$ cat src/rtl/mac_pkg.sv
// Shared Q8.8 fixed-point definitions for the layer MAC neurons.
// Widths, fractional bits and the common Q8.8 constants live here.
package mac_pkg;

    localparam int DW   = 16;
    localparam int FRAC = 8;

    localparam logic [DW-1:0] Q_ONE = 16'h0100;
    localparam logic [DW-1:0] Q_MAX = 16'h7FFF;
    localparam logic [DW-1:0] Q_MIN = 16'h8000;

    typedef logic signed [DW-1:0] q8_8_t;

endpackage

$ cat src/rtl/mac_sat.sv
// Combinational signed saturator: clamps an IW-bit two's complement value
// into OW bits. Shared by the MAC layers.
module mac_sat #(
    parameter int IW = 34,
    parameter int OW = 16
) (
    input  logic [IW-1:0] din,
    output logic [OW-1:0] dout
);

    logic [IW-OW:0] upper;

    // The value fits when every bit from the output sign bit upward agrees.
    always_comb begin
        upper = din[IW-1:OW-1];
        dout  = din[OW-1:0];
        if (!((&upper) || !(|upper))) begin
            dout = din[IW-1] ? {1'b1, {(OW-1){1'b0}}} : {1'b0, {(OW-1){1'b1}}};
        end
    end

endmodule

$ cat src/rtl/mac_lyr2.sv
// Layer-2 two-input MAC neuron: res = d1*w1 + d2*w2 + b in Q8.8, 2-stage pipeline.
// Define MAC_LYR2_RELU_EN to clamp negative results to zero after saturation.
module mac_lyr2
    import mac_pkg::*;
(
    input  logic          clk,
    input  logic          rst,
    input  logic          in_valid,
    input  logic [DW-1:0] d1,
    input  logic [DW-1:0] d2,
    input  logic [DW-1:0] w1,
    input  logic [DW-1:0] w2,
    input  logic [DW-1:0] b,
    output logic          out_valid,
    output logic [DW-1:0] res
);

    localparam int PW = 2 * DW;
    localparam int AW = 2 * DW + 2;

    logic signed [PW-1:0] p1;
    logic signed [PW-1:0] p2;
    logic signed [PW-1:0] bs;
    logic                 v1;

    logic signed [PW-1:0] bext;
    logic signed [AW-1:0] acc;
    logic signed [AW-1:0] scale;
    logic        [DW-1:0] sat;
    logic        [DW-1:0] fin;

    assign bext = {{DW{b[DW-1]}}, b};

    // Stage 1: full-precision Q16.16 products and bias aligned to the same scale.
    always_ff @(posedge clk or posedge rst) begin
        if (rst) begin
            p1 <= '0;
            p2 <= '0;
            bs <= '0;
            v1 <= 1'b0;
        end else begin
            p1 <= $signed(d1) * $signed(w1);
            p2 <= $signed(d2) * $signed(w2);
            bs <= bext <<< FRAC;
            v1 <= in_valid;
        end
    end

    // Two guard bits make the three-term sum exact before scaling back to Q8.8.
    always_comb begin
        acc   = {{2{p1[PW-1]}}, p1} + {{2{p2[PW-1]}}, p2} + {{2{bs[PW-1]}}, bs};
        scale = acc >>> FRAC;
    end

    mac_sat #(
        .IW (AW),
        .OW (DW)
    ) u_sat (
        .din  (scale),
        .dout (sat)
    );

`ifdef MAC_LYR2_RELU_EN
    assign fin = sat[DW-1] ? '0 : sat;
`else
    assign fin = sat;
`endif

    always_ff @(posedge clk or posedge rst) begin
        if (rst) begin
            res       <= '0;
            out_valid <= 1'b0;
        end else begin
            res       <= fin;
            out_valid <= v1;
        end
    end

endmodule

$ cat config.mk
export PLATFORM = sky130hd
export DESIGN_NAME = mac_lyr2
export DESIGN_NICKNAME = d
export VERILOG_FILES = /design/src/rtl/mac_pkg.sv /design/src/rtl/mac_sat.sv /design/src/rtl/mac_lyr2.sv
export SDC_FILE = /design/constraint.sdc
export NUM_CORES = 2
export LEC_CHECK = 0
export CORE_MARGIN = 2
export CORE_UTILIZATION = 70
export CTS_CLUSTER_DIAMETER = 40
export DETAILED_ROUTE_END_ITERATION = 16
export DONT_BUFFER_PORTS = 1
export PLACE_DENSITY = 0.86
export SYNTH_ARGS = -nofsm -noshare
export SYNTH_HDL_FRONTEND = slang
export SYNTH_HIERARCHICAL = 1
export SYNTH_SLANG_ARGS = --single-unit
$ cat constraint.sdc
create_clock -name clk -period 11.4 [get_ports clk]
set_input_delay 2.28 -clock clk [delete_from_list [all_inputs] [get_ports clk]]
set_output_delay 2.28 -clock clk [all_outputs]
set_load 0.01 [all_outputs]
* Word-level counts from Yosys, hierarchy flattened
Cells that the tools add are included.
** Operators by class
- $add $sub $neg :: 2
- $mul :: 2
- Muxes and demuxes :: 2
- Reduce and logical (&&, ||, !) cells :: 4
** Operator list (count)
- multiplier 16 x 16 -> 32 bit :: 2
- adder 33 x 24 -> 34 bit :: 1
- adder 32 x 32 -> 33 bit :: 1
- two-way mux 16 bit :: 2
- AND reduction 11 bit :: 1
- OR reduction 11 bit :: 1
- logical NOT 1 bit :: 1
- logical OR 1 bit :: 1
** Storage, ports and cells
- Register bits after elaboration :: 98
- Input port bits :: 83
- Output and inout port bits :: 17
- Word-level logic and storage cells :: 16

* Longest topological paths before layout
- Depth in word-level cells :: 6
- Mapped depth :: 24
- Mapped depth without buffers :: 23

* By module
Netlist, hierarchy kept.
** Modules (own cells, without submodules)
- mac_lyr2 :: instances 1, cells each 2437, area an instance 23790.3 µm², seq. area each 2452.4 µm²
- mac_sat :: instances 1, cells each 33, area an instance 261.5 µm², seq. area each 0.0 µm²

* Least setup slack after synthesis
No wires, ideal clock.
- Path kind :: input-to-reg
- Start :: in d1[15]
- End :: reg p1[31]
- Library setup time :: 0.080 ns
- Data arrival time :: 7.940 ns
- Data required time :: 11.320 ns
- Setup slack :: 3.380 ns
- Cell stages on the path :: 20
- Path buffers :: 1
- Cell sequence :: clkbuf_1 -> nand2_1 -> inv_1 -> fa_1 -> fa_1 -> fa_1 -> fa_1 -> fa_1 -> inv_1 -> fa_1 -> inv_1 -> ha_1 -> a21o_1 -> a21o_1 -> a221o_1 -> a41oi_2 -> o211a_1 -> o21bai_1 -> a21oi_1 -> xnor2_1
** Between the ends
- Longest elaborated chain between the ends :: 1
** Ends and longest elaborated chain
- start: declaration :: line mac_lyr2.sv:9 : input logic [DW-1:0] d1,
- multiplier 16 x 16 -> 32 bit :: line mac_lyr2.sv:42 : p1 <= $signed(d1) * $signed(w1);
- end signal: assignment :: line mac_lyr2.sv:42
- end: declaration :: line mac_lyr2.sv:21 : logic signed [PW-1:0] p1;
No other way between the ends.

* Worst setup path in the final report
Same ends and word-level chain as after synthesis.

==> summary.txt <==
Clocking
  – Cts hold-fix bufs: 0
  – Clock latency on the worst-skew pair: 0.35 ns
  – Root Buffer: clkbuf_16
  – CTS max path bufs: 2
  – Postcts setup bufs: 0
  – CTS tree: done
  – Total CTS buffers: 9
  – Clock transition at path regs: 0.07 ns
  – CTS Sinks: 98
  – Post_cts resized: 0
  – H-tree depth: 3

Layout
  – Share of cells above drive strength 1: 1.781%
  – NumNets Final: 3243
  – Final Instance Area: 24630 µm²
  – P&R area growth vs syn: 2.398%

Setup path
  – CP most frequent cell: fa_1
  – R2r endpoint: res[13]
  – Worst setup SP type: input pin
  – Critical Path Slowest Stage Cell: fa_1
  – CP max stage delay: 0.92 ns
  – Critical Path AT: 8.21 ns
  – Worst path cell trace: nand2_1, inv_1, fa_1, fa_1, fa_1, fa_1, fa_1, inv_1, fa_1, inv_1, ha_1, a21o_1, a21o_1, a221o_1, a41oi_2, o211a_1, o21bai_1, a21oi_1, xnor2_1
  – Crit Path Class: in2reg
  – Crit path capture type: flip-flop
  – R2R setup slack: 6.06 ns
  – CP required: 11.67 ns
  – Worst r2r src: p2[2]
  – R2R cell count: 17
  – Critical path fanouts, max: 16

Yosys
  – Flops & latches, synth: 98
  – Synthesized area: 24050 µm²
  – Number of distinct library cells after synthesis: 62
  – Synth async-reset ratio: 100.0%
  – Largest family of logic cells by synthesized area: adder cells
  – Synth Area in Adders: 56.12%
  – Top cell type's share of synthesized area: 45.61%
  – Synth Area in XOR/XNOR: 3.277%
  – Ys flop type: dfrtp_1
  – Post-synth EDFFs: 0
  – Cell count after synthesis: 2470
  – Syn_nets: 3303
  – Synth top area cells: fa_1 46%, ha_1 11%, dfrtp_1 10%
  – Avg Inst Size Synth: 9.738 µm²
  – Synth Area in Compound Gates: 6.315%
  – Post-synthesis simple-gate area fraction: 13.68%
  – Post-synth top area cell: fa_1
  – Mux share of post-synthesis cell area: 0%
  – Synth warn: 6
  – Seq/Total Area, Yosys: 10.20%

Drt
  – Initial drt markers: 1164
  – Metal-1 WL: 19.12 mm
  – Vias per Instance: 5.838
  – Routed wire length: 50.93 mm
  – Avg WL per Cell: 17.76 µm
  – ANT nets after route: 0
  – TritonRoute pass-1 iters: 5
  – DR WL met3: 3.467 mm
  – Max Used Layer: met5
  – DR WL met2: 25.92 mm
  – Drt drc: 0
  – Via Count: 16.74k

STA
  – Slew headroom: 26.12%
  – RSZ-0062 raised after global routing: no
  – Setup TNS: 0 ns
  – Hold Fails Final Rpt: 0
  – Clock Skew: 0.01530 ns
  – Crit share post-route: 69.66%
  – Slew @ Worst Pin: 1.108 ns
  – Setup-failing EPs final: 0
  – Fin crit period: 7.941 ns
  – Max Fclk: 125.9 MHz
  – Final Max Slew Viols: 0

Die
  – Die X: 189.4 µm
  – Core Region: 33700 µm²
  – Full die area: 35860 µm²
  – DIE HEIGHT: 189.4 µm
  – Number of top-level pins: 100
  – Starting Density: 71.37%
  – Placement Rows: 67

GRT
  – Vias in the first global route: 18.83k
  – Largest net degree at the start of global routing: 77
  – First-pass GRT wire length: 87.25 mm
  – Initial antenna violation count: 6
  – Aggregate global routing overflow: 0
  – Tot GR Track Use: 30.77%

Placed design
  – I/O Buffers: 0
  – Routability Congestion: 0.9054
  – Dpl hpwl: 41.77 mm
  – Placed cell areas: 24310 µm²

Min path
  – Hold Startpoint: v1
  – Worst Hold End: out_valid
  – Hold path depth: 0
  – Hold Crit Class: reg2reg

Status
  – Outcome: complete, no violations

Flow run
  – MaxCap Viol Count: 0
==> flip-flops by register name (all words and copies together) (netlist names) <==
| signal | count |
|---|---|
| p2 | 32 |
| bs | 16 |
| p1 | 32 |
| out_valid | 1 |
| v1 | 1 |
| res | 16 |
==> logic make-up after synthesis <==
family	Yosys count
flip-flops	98
AO/OA/AOI/OAI	220
adder cells (fa/ha/maj)	750
XOR/XNOR	90
buffers and inverters	658
AND/OR/NAND/NOR	654
==> through the flow <==
stage	setup slack (ns)	util (%)	cells	hold slack [ns]
after global placement	3.323	72.15	2846	0.3441
after global routing	3.174	73.08	2868	0.3784
after CTS	3.468	73.02	2862	0.3721
after floorplan	3.380	-	2470	0.3312
after detailed placement	3.124	72.15	2846	0.3630
final	3.459	73.08	2868	0.3689
==> synth_stat cells (6+ instances only) <==
master and number:
inv_1 585, a21o_1 47, nand3_1 16, nand2b_1 14, nor2_1 63, a21oi_1 54, dfrtp_1 98, nand2_1 255
fa_1 548, and2_1 247, nor3_1 13, o21ai_0 36, xnor2_1 69, o21bai_1 15, xor2_1 21, o21a_1 9
ha_1 202, nand4_1 11, and3_1 9, clkbuf_1 64, nor2b_1 6, a211oi_1 6
==> placed cells by master (no fill, tap or decap), types with 4 or more instances in the layout <==
| cell type | Yosys | final |
|---|---|---|
| nand4_1 | 11 | 11 |
| a21oi_1 | 54 | 54 |
| o21a_1 | 9 | 9 |
| a21o_2 | 5 | 5 |
| a21oi_2 | 4 | 4 |
| a21o_1 | 47 | 47 |
| nor3_1 | 13 | 13 |
| dfrtp_1 | 98 | 98 |
| a31oi_1 | 5 | 5 |
| nand2b_1 | 14 | 14 |
| ha_1 | 202 | 202 |
| clkbuf_16 | 0 | 9 |
| and3_1 | 9 | 9 |
| a2111oi_0 | 5 | 5 |
| nand2_1 | 255 | 255 |
| nor2_1 | 63 | 63 |
| and4_1 | 4 | 4 |
| inv_1 | 585 | 584 |
| o211ai_1 | 4 | 4 |
| nand3_1 | 16 | 16 |
| nor4_1 | 5 | 5 |
| and2_1 | 247 | 247 |
| o21bai_1 | 15 | 15 |
| a211o_1 | 4 | 4 |
| diode_2 | 0 | 5 |
| xor2_1 | 21 | 21 |
| nor2b_1 | 6 | 6 |
| fa_1 | 548 | 548 |
| o21ai_0 | 36 | 35 |
| a211oi_1 | 6 | 6 |
| xnor2_1 | 69 | 69 |
==> worst max path at each step <==
| stage | slack (ns) | to | from |
|---|---|---|---|
| after floorplan | 3.38 | p1[31] | d1[15] |
| after global placement | 3.32 | p1[31] | d1[15] |
| after detailed placement | 3.12 | p1[31] | d1[15] |
| after CTS | 3.47 | p1[31] | d1[15] |
| after global routing | 3.17 | p1[31] | d1[15] |
| final | 3.46 | p1[31] | d1[15] |
==> final cells by class <==
type	count	area, µm²
Multi-Input combinational cell	1714	19100
Fill cell	2330	9071
Sequential cell	98	2452
Inverter	585	2198
Tap cell	448	560.5
Clock buffer	10	239.0
Clock inverter	6	55.05
Timing Repair Buffer	2	15.01
Antenna cell	5	12.51
==> worst max-delay path, delay by kind of cell <==
family,cells,cell delay (ns)
buf+inv,3,0.20
fa+ha+maj,7,3.98
xor+xnor,1,0.13
simple gates,1,0.10
compound gates,7,1.50
==> per-layer routing <==
metal  GRT usage [%]  vias to the layer above
met1           39.22                     8633
li1                -                     7244
met4           13.89                        2
met2           52.83                      683
met5               0                        -
met3           4.245                      181
Power is not shown: default switching activity piles up to over one toggle a cycle in this logic, so the estimate is an artifact.
